`config.mk`:
```
export PLATFORM = sky130hd
export DESIGN_NAME = memory_port_arbiter
export DESIGN_NICKNAME = d
export VERILOG_FILES = /design/src/rtl/memory_port_arbiter_pkg.sv /design/src/rtl/bus_timeout_counter.sv /design/src/rtl/memory_port_arbiter.sv
export SDC_FILE = /design/constraint.sdc
export NUM_CORES = 1
export LEC_CHECK = 0
export CELL_PAD_IN_SITES_DETAIL_PLACEMENT = 0
export CELL_PAD_IN_SITES_GLOBAL_PLACEMENT = 2
export CORE_ASPECT_RATIO = 0.5
export CORE_MARGIN = 8
export CORE_UTILIZATION = 22
export CTS_CLUSTER_DIAMETER = 200
export CTS_CLUSTER_SIZE = 40
export DETAILED_ROUTE_END_ITERATION = 12
export GPL_TIMING_DRIVEN = 0
export PLACE_DENSITY = 0.86
export SYNTH_ARGS = -nofsm -noshare
export SYNTH_HDL_FRONTEND = slang
export SYNTH_SLANG_ARGS = --single-unit
```
`constraint.sdc`:
```
create_clock -name clk -period 2.4 [get_ports clk]
set_input_delay 0.24 -clock clk [delete_from_list [all_inputs] [get_ports clk]]
set_output_delay 0.24 -clock clk [all_outputs]
set_load 0.01 [all_outputs]
```
`src/rtl/memory_port_arbiter_pkg.sv`:
```
// Shared encodings for the unified memory port arbiter.
package memory_port_arbiter_pkg;

  localparam int ARB_XLEN  = 32;
  localparam int ARB_CNT_W = 8;

  typedef enum logic [1:0] {
    ARB_IDLE = 2'b00,
    ARB_REQ  = 2'b01,
    ARB_RESP = 2'b10,
    ARB_DONE = 2'b11
  } arb_state_e;

  typedef enum logic {
    OWN_IF = 1'b0,
    OWN_DM = 1'b1
  } arb_owner_e;

endpackage

```
`src/rtl/bus_timeout_counter.sv`:
```
// Counts cycles a bus transaction has been outstanding; flags the last allowed cycle.
module bus_timeout_counter
  import memory_port_arbiter_pkg::*;
#(
  parameter int TIMEOUT = 255
) (
  input  logic clk,
  input  logic rst,
  input  logic clear_i,
  input  logic enable_i,
  output logic expired_o
);

  // expired fires during the TIMEOUT-th enabled cycle, so the owner leaves REQ/RESP
  // after spending exactly TIMEOUT cycles there.
  localparam logic [ARB_CNT_W-1:0] LAST = ARB_CNT_W'(TIMEOUT - 1);

  logic [ARB_CNT_W-1:0] cnt_q, cnt_d;

  // next count: clear wins over increment
  always_comb begin
    cnt_d = cnt_q;
    if (clear_i)       cnt_d = '0;
    else if (enable_i) cnt_d = cnt_q + ARB_CNT_W'(1);
  end

  // count register
  always_ff @(posedge clk) begin
    if (rst) cnt_q <= '0;
    else     cnt_q <= cnt_d;
  end

  assign expired_o = enable_i && (cnt_q == LAST);

endmodule

```
`src/rtl/memory_port_arbiter.sv`:
```
// Shares one memory bus between instruction fetch and load/store, stalling the
// requesting phase until its transaction finishes; aborts stuck transactions.
module memory_port_arbiter
  import memory_port_arbiter_pkg::*;
#(
  parameter int XLEN    = ARB_XLEN,
  parameter int TIMEOUT = 255
) (
  input  logic            clk,
  input  logic            rst,
  input  logic            phase_fetch,
  input  logic            phase_memoryaccess,
  input  logic            if_req,
  input  logic [XLEN-1:0] if_addr,
  output logic [XLEN-1:0] if_rdata,
  output logic            stall_fetch,
  input  logic            dm_req,
  input  logic            dm_we,
  input  logic [3:0]      dm_wstrb,
  input  logic [XLEN-1:0] dm_addr,
  input  logic [XLEN-1:0] dm_wdata,
  output logic [XLEN-1:0] dm_rdata,
  output logic            stall_memoryaccess,
  output logic            mem_req,
  output logic            mem_we,
  output logic [3:0]      mem_wstrb,
  output logic [XLEN-1:0] mem_addr,
  output logic [XLEN-1:0] mem_wdata,
  input  logic            mem_gnt,
  input  logic            mem_rvalid,
  input  logic [XLEN-1:0] mem_rdata,
  output logic            bus_err
);

  arb_state_e      state_q, state_d;
  arb_owner_e      owner_q, owner_d;
  logic            mem_req_q, mem_req_d;
  logic            mem_we_q, mem_we_d;
  logic [3:0]      mem_wstrb_q, mem_wstrb_d;
  logic [XLEN-1:0] mem_addr_q, mem_addr_d;
  logic [XLEN-1:0] mem_wdata_q, mem_wdata_d;
  logic [XLEN-1:0] if_rdata_q, if_rdata_d;
  logic [XLEN-1:0] dm_rdata_q, dm_rdata_d;
  logic            bus_err_q, bus_err_d;
  logic            if_act, dm_act, tmo_en, tmo_clr, tmo_expired;

  assign if_act  = phase_fetch & if_req;
  assign dm_act  = phase_memoryaccess & dm_req;
  assign tmo_en  = (state_q == ARB_REQ) || (state_q == ARB_RESP);
  assign tmo_clr = (state_q == ARB_IDLE);

  bus_timeout_counter #(.TIMEOUT(TIMEOUT)) u_tmo (
    .clk       (clk),
    .rst       (rst),
    .clear_i   (tmo_clr),
    .enable_i  (tmo_en),
    .expired_o (tmo_expired)
  );

  // next-state, bus command latch and read-data capture
  always_comb begin
    state_d     = state_q;
    owner_d     = owner_q;
    mem_req_d   = mem_req_q;
    mem_we_d    = mem_we_q;
    mem_wstrb_d = mem_wstrb_q;
    mem_addr_d  = mem_addr_q;
    mem_wdata_d = mem_wdata_q;
    if_rdata_d  = if_rdata_q;
    dm_rdata_d  = dm_rdata_q;
    bus_err_d   = 1'b0;
    case (state_q)
      ARB_IDLE: begin
        // data side wins a same-cycle collision
        if (dm_act) begin
          owner_d     = OWN_DM;
          mem_req_d   = 1'b1;
          mem_we_d    = dm_we;
          mem_wstrb_d = dm_wstrb;
          mem_addr_d  = dm_addr;
          mem_wdata_d = dm_wdata;
          state_d     = ARB_REQ;
        end else if (if_act) begin
          owner_d     = OWN_IF;
          mem_req_d   = 1'b1;
          mem_we_d    = 1'b0;
          mem_wstrb_d = '0;
          mem_addr_d  = if_addr;
          mem_wdata_d = '0;
          state_d     = ARB_REQ;
        end
      end
      ARB_REQ: begin
        if (mem_gnt) begin
          mem_req_d = 1'b0;
          state_d   = mem_we_q ? ARB_DONE : ARB_RESP;
        end
      end
      ARB_RESP: begin
        if (mem_rvalid) begin
          state_d = ARB_DONE;
          // a requester that walked away mid-transaction gets nothing
          if (owner_q == OWN_DM) begin
            if (dm_act) dm_rdata_d = mem_rdata;
          end else begin
            if (if_act) if_rdata_d = mem_rdata;
          end
        end
      end
      default: state_d = ARB_IDLE;
    endcase
    // timeout overrides any completion seen in the same cycle
    if (tmo_expired) begin
      state_d   = ARB_DONE;
      mem_req_d = 1'b0;
      bus_err_d = 1'b1;
      if (owner_q == OWN_DM) dm_rdata_d = '0;
      else                   if_rdata_d = '0;
    end
  end

  // state and registered outputs
  always_ff @(posedge clk) begin
    if (rst) begin
      state_q     <= ARB_IDLE;
      owner_q     <= OWN_IF;
      mem_req_q   <= 1'b0;
      mem_we_q    <= 1'b0;
      mem_wstrb_q <= '0;
      mem_addr_q  <= '0;
      mem_wdata_q <= '0;
      if_rdata_q  <= '0;
      dm_rdata_q  <= '0;
      bus_err_q   <= 1'b0;
    end else begin
      state_q     <= state_d;
      owner_q     <= owner_d;
      mem_req_q   <= mem_req_d;
      mem_we_q    <= mem_we_d;
      mem_wstrb_q <= mem_wstrb_d;
      mem_addr_q  <= mem_addr_d;
      mem_wdata_q <= mem_wdata_d;
      if_rdata_q  <= if_rdata_d;
      dm_rdata_q  <= dm_rdata_d;
      bus_err_q   <= bus_err_d;
    end
  end

  assign stall_fetch        = if_act & ~((state_q == ARB_DONE) & (owner_q == OWN_IF));
  assign stall_memoryaccess = dm_act & ~((state_q == ARB_DONE) & (owner_q == OWN_DM));

  assign mem_req   = mem_req_q;
  assign mem_we    = mem_we_q;
  assign mem_wstrb = mem_wstrb_q;
  assign mem_addr  = mem_addr_q;
  assign mem_wdata = mem_wdata_q;
  assign if_rdata  = if_rdata_q;
  assign dm_rdata  = dm_rdata_q;
  assign bus_err   = bus_err_q;

endmodule

```
**Yosys cells after proc, flatten, opt, wreduce, memory -nomap -nowiden**

Cells that the tools add are included.

- Register bits: 146
- Input bits: 141
- Output and inout bits: 137
- Word-level logic and storage cells: 73

- Add/subtract/negate cells: 1
- Equal/unequal tests: 9
- Muxes and demuxes: 33
- Bitwise gates (word level): 9
- Reductions and logical operators: 10

Operators by type and width:

| kind | count |
|---|---|
| two-way mux 32 bit | 16 |
| two-way mux 2 bit | 5 |
| != test 3 bit (second input constant) | 3 |
| adder 8 x 1 -> 8 bit (second input constant) | 1 |
| == test 8 bit (second input constant) | 1 |
| two-way mux 1 bit | 8 |
| two-way mux 4 bit | 2 |
| AND 1 bit | 6 |
| one-hot mux 2 bit (3 select lines) | 1 |
| AND reduction 3 bit | 2 |
| == test 2 bit (second input constant) | 2 |
| != test 4 x 3 -> 1 bit (second input constant) | 1 |
| nonzero test 2 bit | 2 |
| OR reduction 2 bit | 2 |
| NOT 1 bit | 3 |
| == test 2 x 1 -> 1 bit (second input constant) | 1 |
| logical NOT 2 bit | 1 |
| != test 2 bit (second input constant) | 1 |
| one-hot mux 1 bit (2 select lines) | 1 |
| AND reduction 2 bit | 1 |
| logical AND 1 bit | 1 |
| logical OR 1 bit | 1 |

**Depth between registers and ports, before layout**

- Word-level depth: 7
- Depth in mapped cells: 8
- Depth with buffers taken out: 6

**Hierarchy**

A second synthesis with hierarchy kept.

- Cells, all modules: 627
- Area, all modules: 5,509.0 sq um

Modules (own cells, without submodules):

| module | times used | cells an instance | area each (sq um) | sequential area each (sq um) |
|---|---|---|---|---|
| memory_port_arbiter | 1 | 585 | 5,131.2 | 2,762.6 |
| bus_timeout_counter | 1 | 42 | 377.9 | 160.2 |

**Least setup slack after synthesis**

Ideal clock, no wire load.

- Path type: flip-flop to flip-flop
- From: register state_q[0]
- To: register dm_rdata_q[10], in the netlist dm_rdata[10]
- Library setup time: 0.120 ns
- Arrival time: 1.578 ns
- Setup slack: 0.702 ns
- Cell stages (with the launch flop): 9
- Path buffers: 2
- Cell sequence: dfxtp_1 -> inv_1 -> ha_1 -> buf_2 -> nand4_1 -> nor2_1 -> a21o_1 -> buf_2 -> a21oi_1

- Longest elaborated chain between the ends: 4

Ends and longest elaborated chain:

| what | line | source |
|---|---|---|
| from (decl) | memory_port_arbiter.sv:35 | `arb_state_e state_q, state_d;` |
| from (signal assigned) | memory_port_arbiter.sv:136 | `state_q <= state_d;` |
| == test 2 x 1 -> 1 bit or == test 2 bit (tied branches) | memory_port_arbiter.sv:49 | `assign tmo_en = (state_q == ARB_REQ) \|\| (state_q == ARB_RESP);` |
| logical OR 1 bit * | memory_port_arbiter.sv:49 |  |
| named net tmo_en | memory_port_arbiter.sv:45 | `logic if_act, dm_act, tmo_en, tmo_clr, tmo_expired;` |
| logical AND 1 bit * | bus_timeout_counter.sv:33 | `assign expired_o = enable_i && (cnt_q == LAST);` |
| two-way mux 32 bit * | memory_port_arbiter.sv:113 | `if (tmo_expired) begin` |
| to (signal assigned) | memory_port_arbiter.sv:144 | `dm_rdata_q <= dm_rdata_d;` |
| to (decl) | memory_port_arbiter.sv:43 | `logic [XLEN-1:0] dm_rdata_q, dm_rdata_d;` |

The timed path passes the listed nets; every way through them passes the cells marked *.
A chain may end at the register's enable or synchronous reset.

**Final worst setup path**

- From: register state_q[0]
- To: register mem_wdata_q[7], in the netlist mem_wdata[7]

- Longest elaborated chain between the ends: 2

Ends and longest elaborated chain:

| what | line | source |
|---|---|---|
| logical NOT 2 bit | memory_port_arbiter.sv:72 | `case (state_q)` |
| AND reduction 2 bit (no line) | -- |  |
| to (signal assigned) | memory_port_arbiter.sv:142 | `mem_wdata_q <= mem_wdata_d;` |
| to (decl) | memory_port_arbiter.sv:41 | `logic [XLEN-1:0] mem_wdata_q, mem_wdata_d;` |

No other way between the ends.

==> impl_metrics.json <==
{
  "timing.critical_path.from_type": "register",
  "cts.path.max_buffers": 2,
  "drt_first_pass_iters": 5,
  "setup-tns-final_ns": 0,
  "fin_crit_ns": 2.13,
  "synth_top_cells_by_area": "sky130_fd_sc_hd__dfxtp_1 53%, sky130_fd_sc_hd__nand2_1 11%, sky130_fd_sc_hd__a21oi_1 6.3%",
  "number_of_global_route_vias_before_repair": 5595,
  "number_of_nets_with_antenna_violations_after_detailed_routing": 0,
  "avgSynthCellArea_um2": 8.75,
  "synth.mux.area_fraction": 0.00365,
  "cp_data_arrival_time_ns": 2.50,
  "cts-buffers-inserted": 17,
  "postCtsHoldBufs": 0,
  "yosys_warnings": 0,
  "width_of_the_chip_um": 239,
  "worst_slew_margin_rel": 0.500,
  "largest_area_contributor_in_the_netlist": "sky130_fd_sc_hd__dfxtp_1",
  "count_of_h_tree_levels_built_during_cts": 4,
  "detailroute.via_count": 5593,
  "most-common-layout-cells": "275 x sky130_fd_sc_hd__clkdlybuf4s50_1, 166 x sky130_fd_sc_hd__nand2_1, 146 x sky130_fd_sc_hd__dfxtp_1",
  "cp-end-kind": "register",
  "path_buf_inv": 2,
  "power.total_mw": 7.61,
  "top_level_ports": 278,
  "dp.final_hpwl_mm": 18.4,
  "root_buf_cell": "sky130_fd_sc_hd__clkbuf_16",
  "main_combinational_cell_family_by_area_after_synthesis": "simple AND/OR/NAND/NOR gates",
  "adder_and_majority_cell_fraction_of_the_synthesized_area": 0.0160,
  "tritoncts": "done",
  "drcViolationCount": 0,
  "hold_path_startpoint": "dm_req",
  "synth-simple-area-share": 0.194,
  "rows": 41,
  "synth_cell_types": 33,
  "max_slew.worst_pin.slew_ns": 0.749,
  "design.final.nets": 1069,
  "ws_path_type": "reg2reg",
  "finalHoldViolCount": 0,
  "maxSlewViolCount": 0,
  "max_freq_ghz": 0.470,
  "place_congestion": 0.762,
  "syn_inst": 627,
  "num_antenna_cells": 0,
  "core-area_um2": 24800,
  "worstRegToRegCells": 5,
  "worst_ep_required_time_ns": 2.77,
  "buffers_on_ports": 275,
  "fp.dieH_um": 128,
  "status": "finished clean",
  "path_cells": "inv_1 > ha_1 > nor3b_1 > clkbuf_1 > a22o_1",
  "grt_pass1_wl_mm": 35.5,
  "holdPathEnd": "mem_addr[1]$_SDFFE_PP0P_",
  "ir_worst_vdd_v": 0.000429,
  "synth_top_area_share": 0.533,
  "detailedRoute.firstIterationViolations": 300,
  "layout.cells.most_common": "sky130_fd_sc_hd__clkdlybuf4s50_1",
  "synth_compound_area_frac": 0.191,
  "rsz_0062_raised_after_global_routing": "false",
  "die_outline_area_um2": 30600,
  "setup_violations": 0,
  "worst-r2r-setup-slack_ns": 0.27,
  "synth-seq-area-share": 0.533,
  "min_path_type": "in2reg",
  "antenna_found_initial": 1,
  "clk_latency_worst_skew_pair_ns": 0.44,
  "cpMaxStageDelayCell": "sky130_fd_sc_hd__clkbuf_1",
  "drv.max_cap_violation_count": 0,
  "clock_sinks": 146,
  "worst_path_largest_cell_delay_ns": 0.63,
  "final_layout_size_suffix_gt1_frac": 0.0814,
  "worst_clock_skew_ns": 0.0120,
  "drt_wl_total_mm": 24.1,
  "routed_wire_length_per_instance_um": 18.9,
  "critical_path.reg2reg.startpoint": "state_q[0]$_SDFFE_PP0P_",
  "synth_nets": 775,
  "yosys.area_share.xor_xnor": 0.00798,
  "critical_path.top_delay_family": "buffers and inverters",
  "clkTransAtPathRegs_ns": 0.06,
  "critical_path_peak_fanout": 10,
  "initial_core_util": 0.221,
  "share_of_the_clock_period_used_by_the_worst_path": 0.886,
  "largest_net_degree_at_the_start_of_global_routing": 17,
  "track_usage": 0.156,
  "power.density_cell_area_nw_per_um2": 818,
  "worstHoldPathCells": 3,
  "area.growth.synth_to_final_pct": 69.5,
  "timing.rr.end": "mem_wdata[7]$_SDFFE_PP0P_",
  "yosys_register_bits": 146,
  "via_per_inst": 4.38,
  "netlist_area_um2": 5490,
  "grt-ovfl-total": 0,
  "cellLeakagePower_nw": 3.35
}
[report_power, final]
group	total [mW]	switching [mW]	internal [mW]
clock	2.88	1.13	1.75
sequential	2.86	0.163	2.69
combinational	1.88	0.918	0.961
[worst register-to-register path, cell delays in order (launching register included)]
cell	delay, ns
sky130_fd_sc_hd__dfxtp_1	0.36
sky130_fd_sc_hd__inv_1	0.10
sky130_fd_sc_hd__ha_1	0.24
sky130_fd_sc_hd__nor3b_1	0.50
sky130_fd_sc_hd__clkbuf_1	0.63
sky130_fd_sc_hd__a22o_1	0.24
[routing by layer]
| layer | global-route usage | routed length, um | vias up |
|---|---|---|---|
| li1 | - | - | 2758 |
| met1 | 0.199 | 11100 | 2593 |
| met2 | 0.233 | 10400 | 214 |
| met3 | 0.0689 | 2340 | 26 |
| met4 | 0.0479 | 336 | 2 |
| met5 | 0 | 8 | - |
[cell families after synthesis]
kind of cell / Yosys count
compound gates: 150
mux: 2
xor+xnor: 5
buf+inv: 59
flops: 146
fa+ha+maj: 7
simple gates: 258
[Yosys cell counts, drive strengths merged]
master and instances:
xor2 4, a311oi 32, xnor2 1, or2 2
buf 35, nor3 3, o41ai 1, nor2b 2
a21oi 69, clkbuf 17, a222oi 1, inv 7
nand4 4, nand2 167, nor2 42, and3 1
a22o 37, mux2i 2, or3 4, a22oi 2
nor3b 1, nand3 32, dfxtp 146, o21ai 3
a21o 3, ha 7, a211oi 2
[metrics by stage]
stage | hold WS, ns | instance area (um2) | cells | setup slack, ns | util
final | 0.157 | 9300 | 1278 | 0.274 | 0.375
after floorplan | 0.365 | 5490 | 627 | 0.702 | -
after global placement | 0.440 | 8670 | 1246 | 0.137 | 0.349
after detailed placement | 0.448 | 8670 | 1246 | 0.143 | 0.349
after CTS | 0.135 | 9300 | 1278 | 0.122 | 0.375
after global routing | 0.158 | 9300 | 1278 | 0.0541 | 0.375
[final cells by class]
cell class	instances	area [um2]
multi-input cells	422	2270
flip-flops and latches	146	2920
repair buffers	275	2750
plain buffers	52	274
fillers	2612	15500
clock inverters	11	149
inverters	7	26.3
clock buffers	21	480
well taps	344	430
[how the worst max path moves through the flow]
stage,startpoint,to,depth (start not counted)
after floorplan,state_q[0]$_SDFFE_PP0P_,dm_rdata[10]$_SDFF_PP0_,8
after global placement,state_q[0]$_SDFFE_PP0P_,dm_rdata[11]$_SDFF_PP0_,8
after detailed placement,rst,mem_wdata[7]$_SDFFE_PP0P_,4
after CTS,state_q[0]$_SDFFE_PP0P_,dm_rdata[17]$_SDFF_PP0_,8
after global routing,state_q[0]$_SDFFE_PP0P_,dm_rdata[16]$_SDFF_PP0_,8
final,state_q[0]$_SDFFE_PP0P_,mem_wdata[7]$_SDFFE_PP0P_,5
[sequential cells by signal (all words and copies together), names as in the netlist]
register	cells
owner_q	1
u_tmo.cnt_q	8
dm_rdata	32
if_rdata	32
mem_we	1
bus_err	1
mem_wstrb	4
mem_addr	32
mem_req	1
state_q	2
mem_wdata	32
[timing repair]
item                                    CTS  global route
gates resized for setup                   0             1
buffers inserted                          0             0
endpoints found under the setup margin    0            29
No activity file was read; power rests on OpenSTA's default activity.
